[src/rtl/mem_arbiter_ctrl_if.sv]
// Client-side request/response bundle for mem_arbiter_ctrl: one lane per requester channel.
interface mem_arbiter_ctrl_if #(
    parameter int NUM_CH = 3
);
    logic [NUM_CH-1:0]        req;
    logic [NUM_CH-1:0]        wr;
    logic [NUM_CH-1:0][31:0]  addr;
    logic [NUM_CH-1:0][31:0]  wdata;
    logic [NUM_CH-1:0][1:0]   size;
    logic [NUM_CH-1:0]        flush;
    logic [NUM_CH-1:0]        done;
    logic [31:0]              rdata;

    modport master (output req, wr, addr, wdata, size, flush, input done, rdata);
    modport slave  (input req, wr, addr, wdata, size, flush, output done, rdata);
endinterface

[src/rtl/mem_arbiter_ctrl.sv]
// Round-robin arbiter of NUM_CH clients onto a byte-serial RAM/IO bus with 1/2/4-byte
// little-endian transactions, read flush on rollback and IO write stalling.
module mem_arbiter_ctrl #(
    parameter int         NUM_CH = 3,
    parameter logic [1:0] IO_SEL = 2'b11
) (
    input  logic                 clk,
    input  logic                 rst,
    input  logic                 rdy,
    mem_arbiter_ctrl_if.slave    bus,
    input  logic                 io_buffer_full,
    input  logic [7:0]           mem_din,
    output logic [7:0]           mem_dout,
    output logic [31:0]          mem_a,
    output logic                 mem_wr
);
    localparam int CW = (NUM_CH > 1) ? $clog2(NUM_CH) : 1;

    typedef enum logic [1:0] {IDLE, READ, WRITE, IO_WAIT} state_t;

    state_t              state;
    logic [CW-1:0]       ch;
    logic [CW-1:0]       rr;
    logic [31:0]         base;
    logic [31:0]         wbuf;
    logic [31:0]         rbuf;
    logic [2:0]          nbytes;
    logic [2:0]          cnt;
    logic [NUM_CH-1:0]   done_q;
    logic [31:0]         rdata_q;
    logic [31:0]         mem_a_q;
    logic [7:0]          mem_dout_q;
    logic                mem_wr_q;

    // Arbitration: a read whose channel is flushing this cycle is not a candidate.
    logic [NUM_CH-1:0]   cand;
    logic                grant_vld;
    logic [CW-1:0]       grant;
    always_comb begin
        int j;
        cand      = bus.req & ~(bus.flush & ~bus.wr);
        grant_vld = 1'b0;
        grant     = '0;
        j         = 0;
        for (int k = NUM_CH - 1; k >= 0; k--) begin
            j = int'(rr) + k;
            if (j >= NUM_CH) j = j - NUM_CH;
            if (cand[j]) begin
                grant_vld = 1'b1;
                grant     = CW'(j);
            end
        end
    end

    logic [31:0] g_addr;
    logic [31:0] g_wdata;
    logic        g_wr;
    logic [2:0]  g_nb;
    logic        g_io;
    always_comb begin
        g_addr  = bus.addr[grant];
        g_wdata = bus.wdata[grant];
        g_wr    = bus.wr[grant];
        case (bus.size[grant])
            2'd0:    g_nb = 3'd1;
            2'd1:    g_nb = 3'd2;
            default: g_nb = 3'd4;
        endcase
        g_io = (g_addr[17:16] == IO_SEL);
    end

    // Read assembly: byte cnt-1 arrives on mem_din in the current cycle.
    logic [1:0]  ridx;
    logic [31:0] rcur;
    always_comb begin
        ridx = cnt[1:0] - 2'd1;
        rcur = rbuf;
        rcur[8*ridx +: 8] = mem_din;
    end

    // Next write byte: IO_WAIT re-issues the stalled byte, WRITE advances to the following one.
    logic [1:0]  widx;
    logic [31:0] wnext_a;
    logic [7:0]  wnext_d;
    logic        io_hit;
    always_comb begin
        widx    = (state == IO_WAIT) ? cnt[1:0] : cnt[1:0] + 2'd1;
        wnext_a = base + {30'b0, widx};
        wnext_d = wbuf[8*widx +: 8];
        io_hit  = (base[17:16] == IO_SEL);
    end

    always_ff @(posedge clk) begin
        if (rst) begin
            state      <= IDLE;
            ch         <= '0;
            rr         <= '0;
            base       <= '0;
            wbuf       <= '0;
            rbuf       <= '0;
            nbytes     <= 3'd1;
            cnt        <= '0;
            done_q     <= '0;
            rdata_q    <= '0;
            mem_a_q    <= '0;
            mem_dout_q <= '0;
            mem_wr_q   <= 1'b0;
        end else if (rdy) begin
            done_q <= '0;
            case (state)
                IDLE: begin
                    mem_a_q  <= '0;
                    mem_wr_q <= 1'b0;
                    if (grant_vld) begin
                        ch     <= grant;
                        base   <= g_addr;
                        wbuf   <= g_wdata;
                        nbytes <= g_nb;
                        cnt    <= '0;
                        rbuf   <= '0;
                        rr     <= (int'(grant) == NUM_CH - 1) ? '0 : grant + CW'(1);
                        if (!g_wr) begin
                            state   <= READ;
                            mem_a_q <= g_addr;
                        end else if (g_io && io_buffer_full) begin
                            state <= IO_WAIT;
                        end else begin
                            state      <= WRITE;
                            mem_a_q    <= g_addr;
                            mem_dout_q <= g_wdata[7:0];
                            mem_wr_q   <= 1'b1;
                        end
                    end
                end
                READ: begin
                    if (bus.flush[ch]) begin
                        state   <= IDLE;
                        mem_a_q <= '0;
                    end else begin
                        cnt <= cnt + 3'd1;
                        if (cnt + 3'd1 < nbytes) mem_a_q <= base + 32'(cnt) + 32'd1;
                        else                     mem_a_q <= '0;
                        if (cnt != 3'd0) rbuf <= rcur;
                        if (cnt == nbytes) begin
                            done_q[ch] <= 1'b1;
                            rdata_q    <= rcur;
                            state      <= IDLE;
                        end
                    end
                end
                WRITE: begin
                    if (cnt + 3'd1 == nbytes) begin
                        done_q[ch] <= 1'b1;
                        mem_wr_q   <= 1'b0;
                        mem_a_q    <= '0;
                        state      <= IDLE;
                    end else begin
                        cnt <= cnt + 3'd1;
                        if (io_hit && io_buffer_full) begin
                            state    <= IO_WAIT;
                            mem_wr_q <= 1'b0;
                            mem_a_q  <= '0;
                        end else begin
                            mem_a_q    <= wnext_a;
                            mem_dout_q <= wnext_d;
                            mem_wr_q   <= 1'b1;
                        end
                    end
                end
                IO_WAIT: begin
                    if (!io_buffer_full) begin
                        state      <= WRITE;
                        mem_a_q    <= wnext_a;
                        mem_dout_q <= wnext_d;
                        mem_wr_q   <= 1'b1;
                    end
                end
                default: state <= IDLE;
            endcase
        end
    end

    assign bus.done  = done_q;
    assign bus.rdata = rdata_q;
    assign mem_a     = mem_a_q;
    assign mem_dout  = mem_dout_q;
    // A paused RAM must not see a write strobe.
    assign mem_wr    = mem_wr_q & rdy;
endmodule

[src/flat_wrapper.sv]
// flat-port wrapper written by rule: the top's interface ports become plain ports
module mem_arbiter_ctrl_flat 
#(
    parameter int         NUM_CH = 3,
    parameter logic [1:0] IO_SEL = 2'b11
)
  (clk, rst, rdy, io_buffer_full, mem_din, mem_dout, mem_a, mem_wr, bus_req, bus_wr, bus_addr, bus_wdata, bus_size, bus_flush, bus_done, bus_rdata);
  mem_arbiter_ctrl_if #(.NUM_CH(NUM_CH)) bus_i ();
  input  logic clk;
  input  logic rst;
  input  logic rdy;
  input  logic io_buffer_full;
  input  logic [7:0] mem_din;
  output logic [7:0] mem_dout;
  output logic [31:0] mem_a;
  output logic mem_wr;
  input wire logic [$bits(bus_i.req)-1:0] bus_req;
  input wire logic [$bits(bus_i.wr)-1:0] bus_wr;
  input wire logic [$bits(bus_i.addr)-1:0] bus_addr;
  input wire logic [$bits(bus_i.wdata)-1:0] bus_wdata;
  input wire logic [$bits(bus_i.size)-1:0] bus_size;
  input wire logic [$bits(bus_i.flush)-1:0] bus_flush;
  output wire logic [$bits(bus_i.done)-1:0] bus_done;
  output wire logic [$bits(bus_i.rdata)-1:0] bus_rdata;
  assign bus_i.req = bus_req;
  assign bus_i.wr = bus_wr;
  assign bus_i.addr = bus_addr;
  assign bus_i.wdata = bus_wdata;
  assign bus_i.size = bus_size;
  assign bus_i.flush = bus_flush;
  assign bus_done = bus_i.done;
  assign bus_rdata = bus_i.rdata;
  mem_arbiter_ctrl #(.NUM_CH(NUM_CH), .IO_SEL(IO_SEL)) u_core (.clk(clk), .rst(rst), .rdy(rdy), .bus(bus_i), .io_buffer_full(io_buffer_full), .mem_din(mem_din), .mem_dout(mem_dout), .mem_a(mem_a), .mem_wr(mem_wr));
endmodule
[config.mk]
export PLATFORM = sky130hd
export DESIGN_NAME = mem_arbiter_ctrl_flat
export DESIGN_NICKNAME = d
export VERILOG_FILES = /design/src/rtl/mem_arbiter_ctrl_if.sv /design/src/rtl/mem_arbiter_ctrl.sv /design/src/flat_wrapper.sv
export SDC_FILE = /design/constraint.sdc
export NUM_CORES = 1
export LEC_CHECK = 0
export CAP_MARGIN = 30
export CORE_UTILIZATION = 40
export CTS_CLUSTER_SIZE = 30
export DETAILED_ROUTE_END_ITERATION = 10
export DONT_BUFFER_PORTS = 1
export GPL_TIMING_DRIVEN = 0
export PLACE_DENSITY = 0.57
export RECOVER_POWER = 100
export SKIP_CTS_REPAIR_TIMING = 1
export SLEW_MARGIN = 20
export SYNTH_ARGS = -nofsm -noshare
export SYNTH_HDL_FRONTEND = slang
export SYNTH_SLANG_ARGS = --single-unit
[constraint.sdc]
create_clock -name clk -period 4.7 [get_ports clk]
set_input_delay 0.94 -clock clk [delete_from_list [all_inputs] [get_ports clk]]
set_output_delay 0.94 -clock clk [all_outputs]
set_load 0.01 [all_outputs]
# == After elaboration in Yosys (flattened, before gate mapping) ==
# Cells that the tools add are included.
# totals
ramBits,0
n_memories,0
out_inout_bits,76
elab_cells,159
regBits,184
romBits,0
latch_bits,0
# classes
magnitude_cmp,10
eq_ne,19
bitwise_logic,6
reduce_logical,17
n_mul,0
n_addsub,13
shifts,3
div_mod_pow,0
muxes,78
# ops
cell,count
$mux W32,16
$bmux W32 S2,2
$pmux W32 S4,1
$lt A32 B4 Y1 const B,3
$ge A32 B3 Y1 const B,2
$pmux W32 S2,1
$sub A32 B3 Y32 const B,2
$mux W8,6
$neg A5 Y34,1
$shift A8 B34 Y32 const A,1
$shiftx A8 B34 Y32,1
$add A32 B1 Y32 const B,1
$add A32 B2 Y32,1
$add A32 B3 Y32,1
$bwmux W32,1
$shiftx A32 B6 Y8,1
$mux W2,13
$pmux W8 S3,1
$mux W1,19
$mux W3,6
$reduce_and A5 Y1,3
$pmux W3 S2,2
$bmux W1 S2,5
$eq A2 B2 Y1 const B,5
other kinds (32),51

# == Longest topological paths before layout ==
# depth
word_depth,18
depth_mapped,13

# == Worst setup path after synthesis ==
# No wires, ideal clock.
# synth_path
path_kind,reg2reg
from,register u_core.cnt[0]
to,"register u_core.mem_a_q[21], in the netlist u_core.mem_a[21]"
slack_ns,1.216
path_stages_with_launch,14
setup_ns,0.078
t_arrival_ns,3.406
required_ns,4.622
n_path_buf,0
cell_sequence,dfxtp_1 -> inv_1 -> ha_1 -> mux2i_1 -> inv_1 -> ha_1 -> a21o_1 -> nand2_1 -> nor3_2 -> a22o_1 -> nand2_1 -> o311ai_0 -> a21oi_1 -> nor3_1
# synth_via
elab_chain_cells,6
# synth_lines
element,line_no,text
start: declaration,mem_arbiter_ctrl.sv:28,logic [2:0] cnt;
start signal: assignment,mem_arbiter_ctrl.sv:140,cnt <= cnt + 3'd1;
start signal: assignment,mem_arbiter_ctrl.sv:158,cnt <= cnt + 3'd1;
"parallel branches: the longest is 5 deep, another holds $add A32 B3 Y32",n/a,
$pmux W32 S4 (*),mem_arbiter_ctrl.sv:110,case (state)
end signal: assignment,mem_arbiter_ctrl.sv:124,mem_a_q <= g_addr;
end signal: assignment,mem_arbiter_ctrl.sv:164,mem_a_q <= wnext_a;
end signal: assignment,mem_arbiter_ctrl.sv:173,mem_a_q <= wnext_a;
end: declaration,mem_arbiter_ctrl.sv:31,logic [31:0] mem_a_q;
# Every way passes the cells marked *. The select of a mux whose other input is x is not followed.
# A chain may end at the register's enable or synchronous reset.

# == Final worst setup path ==
# layout_path
from,register u_core.rr[0]
to,"register u_core.mem_a_q[1], in the netlist u_core.mem_a[1]"
# layout_via
elab_chain_cells,17
# layout_lines
element,line_no,text
start: declaration,mem_arbiter_ctrl.sv:23,logic [CW-1:0] rr;
start signal: assignment,mem_arbiter_ctrl.sv:121,rr <= (int'(grant) == NUM_CH - 1) ? '0 : grant + CW'(1);
$add A2 B2 Y3,mem_arbiter_ctrl.sv:46,j = int'(rr) + k;
$sub A32 B3 Y32 / $ge A32 B3 Y1 (equally long branches),mem_arbiter_ctrl.sv:47,if (j >= NUM_CH) j = j - NUM_CH;
$mux W32,mem_arbiter_ctrl.sv:47,
$bmux W1 S2,mem_arbiter_ctrl.sv:48,if (cand[j]) begin
$mux W1 (implied by the code) (2 in series),mem_arbiter_ctrl.sv:48,
$mux W2 (3 in series),mem_arbiter_ctrl.sv:48,
$bmux W32 S2,mem_arbiter_ctrl.sv:61,g_addr = bus.addr[grant];
$mux W32 (implied by the code),mem_arbiter_ctrl.sv:61,
$eq A2 B2 Y1,mem_arbiter_ctrl.sv:69,g_io = (g_addr[17:16] == IO_SEL);
$logic_and A1 B1 Y1,mem_arbiter_ctrl.sv:125,end else if (g_io && io_buffer_full) begin
$mux W32,mem_arbiter_ctrl.sv:125,
$mux W32,mem_arbiter_ctrl.sv:122,if (!g_wr) begin
$mux W32 (*),mem_arbiter_ctrl.sv:114,if (grant_vld) begin
$pmux W32 S4 (*),mem_arbiter_ctrl.sv:110,
end signal: assignment,mem_arbiter_ctrl.sv:124,
end signal: assignment,mem_arbiter_ctrl.sv:129,mem_a_q <= g_addr;
end signal: assignment,mem_arbiter_ctrl.sv:141,if (cnt + 3'd1 < nbytes) mem_a_q <= base + 32'(cnt) + 32'd1;
# Every way passes the cells marked *; elsewhere a longest branch is shown, timed or not. The select of a mux whose other input is x is not followed.

==> metrics.md <==
| Metric | Value |
|---|---|
| Arrival @ worst endpoint | between 4 and 5 ns |
| Wire length per cell | approximately 22 um |
| VDD IR-drop max | ~0.25 mV |
| Area Overhead vs Synth | 9.210% |
| Most common cell in the netlist | nand2_1 |
| Root buffer cell | clkbuf_16 |
| Input/output buffers | 0 |
| Clock slew at reported path FFs | ~0.090 ns |
| CTS tree | built |
| Final antenna-violating net count | 0 |
| Cells after synthesis | about 1,400 |
| Worst min path class | reg2reg |
| DRC | 0 |
| Number of fill cells | between 2,000 and 3,000 |
| Crit. End Element | register |
| Top cells by area, synth | dfxtp_1 34%, mux2i_1 9.1%, nand2_1 6.8% |
| Cell taking the most area after synthesis | dfxtp_1 |
| Comb pwr share | approximately two fifths |
| Overflow after GRT | 0 |
| Insertion delay to the later sink of the worst-skew pair | roughly 0.45 ns |
| Vias in the first global route | roughly 10,000 |
| Most common flop cell mapped by yosys | dfxtp_1 |
| RSZ-0062 raised after global routing | false |
| Setup violators final | 0 |
| Sw Ratio | between 40% and 50% |
| Syn_area_per_cell | about 7.9 um2 |
| Largest net degree at the start of global routing | 21 |
| Clock network power share | 26.4% |
| Die height | between 150 and 200 um |
| Worst setup SP type | register |
| Core area | around 0.027 mm2 |
| Final #Nets | about 1,700 |
| Gr busiest metal | met2 |
| Final Cell Area | 0.01196 mm2 |
| Die area | between 0.02 and 0.03 mm2 |
| DP HPWL | ~29,000 um |
| Final worst-path cycle share | 93.65% |
| Asr flop ratio synth | 0% |
| Pint | roughly 3.3 mW |
| Synth Net Count | 1,634 |
| Std-Cell Rows | 60 |
| Post-route minimum period | 4.402 ns |
| Initial antenna violation count | 5 |
| Fin. max-slew vios | 0 |
| GR Util met2 | ~43% |
| DP Area | between 0.01 and 0.015 mm2 |
| DR iter-0 viols | around 850 |
| P_leak | between 4 and 5 nW |
| Met3 usage | 4.467% |
| Status | finished, final reports clean |
| IO Pins | 295 |
| H-tree Lvls | 4 |
| Worst slew margin | a little under 9% |
| Seq pwr share | a little over a third |
| Skew final | between 0.02 and 0.025 ns |
| Setup Crit Path Kind | reg2reg |
| Yosys top cell area share | about 34% |
| Switching Power | roughly 2.4 mW |
| Vias | between 10,000 and 15,000 |
| CTS Buf Count | 17 |
| Worst-Margin Slew | 1.360 ns |
| GRT Overall Usage | about 27% |
| Synth Register Bits | between 150 and 200 |
| Global-route wire length before repair | 58,720 um |
| CTS sink count | between 150 and 200 |
| Routed WL | 38,890 um |
| Pwr dens | roughly 470 mW/mm2 |
| Initial Util | a little over 40% |
| GR Layer Usage met1 | ~38% |
| Number of synthesized flops with an enable pin | 0 |
| F_max | about 230 MHz |
| Post-Syn Area | ~0.011 mm2 |
| Cell variety after synth | 75 |
| Hold Vio Cnt, Final | 0 |
| Share of layout cells above drive strength 1 | 5.193% |
| Via density | about 5.9 |
| Max Cap Viol | 0 |
| Die Wd | between 150 and 200 um |
| Most frequent cells after synthesis | 197 x nand2_1, 184 x dfxtp_1, 153 x nor2_1 |
| TritonRoute pass-1 iters | 5 |
| Gpl congestion | 0.9361 |
| CP required | about 5.0 ns |
| Final Power | roughly 5.7 mW |
| Synth Warn # | 0 |
| Max Fanout on Critical Path | 10 |
| Max clock buf depth | 2 |
| Register area share after synthesis | around 34% |
worst max-delay path: stages, from the launching register on:
cell      delay [ns]
dfxtp_1         0.43
inv_1           0.07
ha_1            0.36
and3_1          0.19
a31oi_1         0.17
o211a_1         0.17
clkbuf_1        0.52
clkbuf_1        0.72
clkbuf_1        0.77
o21ai_0         0.42
a21oi_1         0.36
nor3_1          0.09
registers in the layout (all words and copies together) (netlist names):
name and flops:
u_core.state 2, u_core.bus.rdata 32, u_core.rr 2, u_core.mem_a 32, u_core.bus.done 3, u_core.nbytes 3, u_core.ch 2, u_core.mem_wr_q 1
u_core.wbuf 32, u_core.cnt 3, u_core.base 32, u_core.rbuf 32, u_core.mem_dout 8
power groups by stage:
stage	registers, mW	clock network, mW	logic (mW)
3_3_place_gp	2.03	0	2.15
3_5_place_dp	2.04	0	2.17
2_1_floorplan	1.96	0	1.56
6_report	2.00	1.49	2.17
5_1_grt	2.02	1.58	2.37
4_1_cts	2.00	1.51	2.18
metrics by stage:
stage	instances	TNS [ns]	hold slack (ns)	worst slack (ns)	utilization [%]
final	1770	0	0.4534	0.2982	44.50
after global routing	1770	0	0.4769	0.1646	44.50
after CTS	1766	0	0.4552	0.1848	44.68
after detailed placement	1734	0	0.4435	0.2387	42.43
after global placement	1733	-0.2193	0.4352	-0.06058	42.33
after floorplan	1392	0	0.4287	1.216	-
path summary, 6_finish.rpt:
path / slack [ns] / from / depth (start not counted) / endpoint
setup / recovery: 0.30 / u_core.rr[0]$_SDFFE_PP0P_ / 11 / u_core.mem_a[1]$_SDFFE_PP0P_
hold / removal: 0.45 / u_core.wbuf[2]$_SDFFE_PP0P_ / 2 / u_core.wbuf[2]$_SDFFE_PP0P_
setup reg to reg: 0.30 / u_core.rr[0]$_SDFFE_PP0P_ / 11 / u_core.mem_a[1]$_SDFFE_PP0P_
hold reg to reg: 0.45 / u_core.wbuf[2]$_SDFFE_PP0P_ / 2 / u_core.wbuf[2]$_SDFFE_PP0P_
kinds of logic (layout without fill, tap and decap cells):
family | Yosys count | after routing | synth area share [%]
simple gates | 540 | 540 | 22.93
compound gates | 396 | 396 | 23.83
flops | 184 | 184 | 33.64
buf+inv | 130 | 163 | 5.096
mux | 110 | 110 | 10.99
fa+ha+maj | 24 | 24 | 2.868
xor+xnor | 8 | 8 | 0.6399
other cells | 0 | 4 | 0
routing by layer:
metal  up-vias  wire length, um
li1       5044                -
met1      4975            18030
met2       450            17590
met3        52             2342
met4         2              903
met5         -               13
layout by cell type, fill, tap and decap left out, types with 5 or more instances in the layout:
cell type  instances
a311oi_1          18
dfxtp_1          184
nor2b_1           76
a31oi_1           39
nand3_1           15
buf_2             11
inv_1             21
a211oi_1          72
o22ai_1            5
a22oi_1           17
and3_1             9
xor2_1             7
nand3b_1          13
nand2_1          197
ha_1              21
mux4_2             8
mux2i_1           99
nand4_1            7
inv_8              6
and2_1             6
nand2b_1           7
a21oi_1          125
o211ai_1          28
o21ai_0           57
clkbuf_1          87
nor2_1           153
clkbuf_16         17
nor3_1            32
area by class of cell:
cell class | instances | area (um2) | area share, %
multi-input cells | 1078 | 6670 | 55.78
plain buffers | 108 | 465.4 | 3.892
repair buffers | 1 | 15.01 | 0.1255
diodes | 4 | 10.01 | 0.08370
well taps | 341 | 426.7 | 3.568
clock inverters | 14 | 166.4 | 1.392
inverters | 22 | 82.58 | 0.6905
clock buffers | 18 | 439.2 | 3.672
flip-flops and latches | 184 | 3684 | 30.80
No activity file was read; power rests on OpenSTA's default activity.
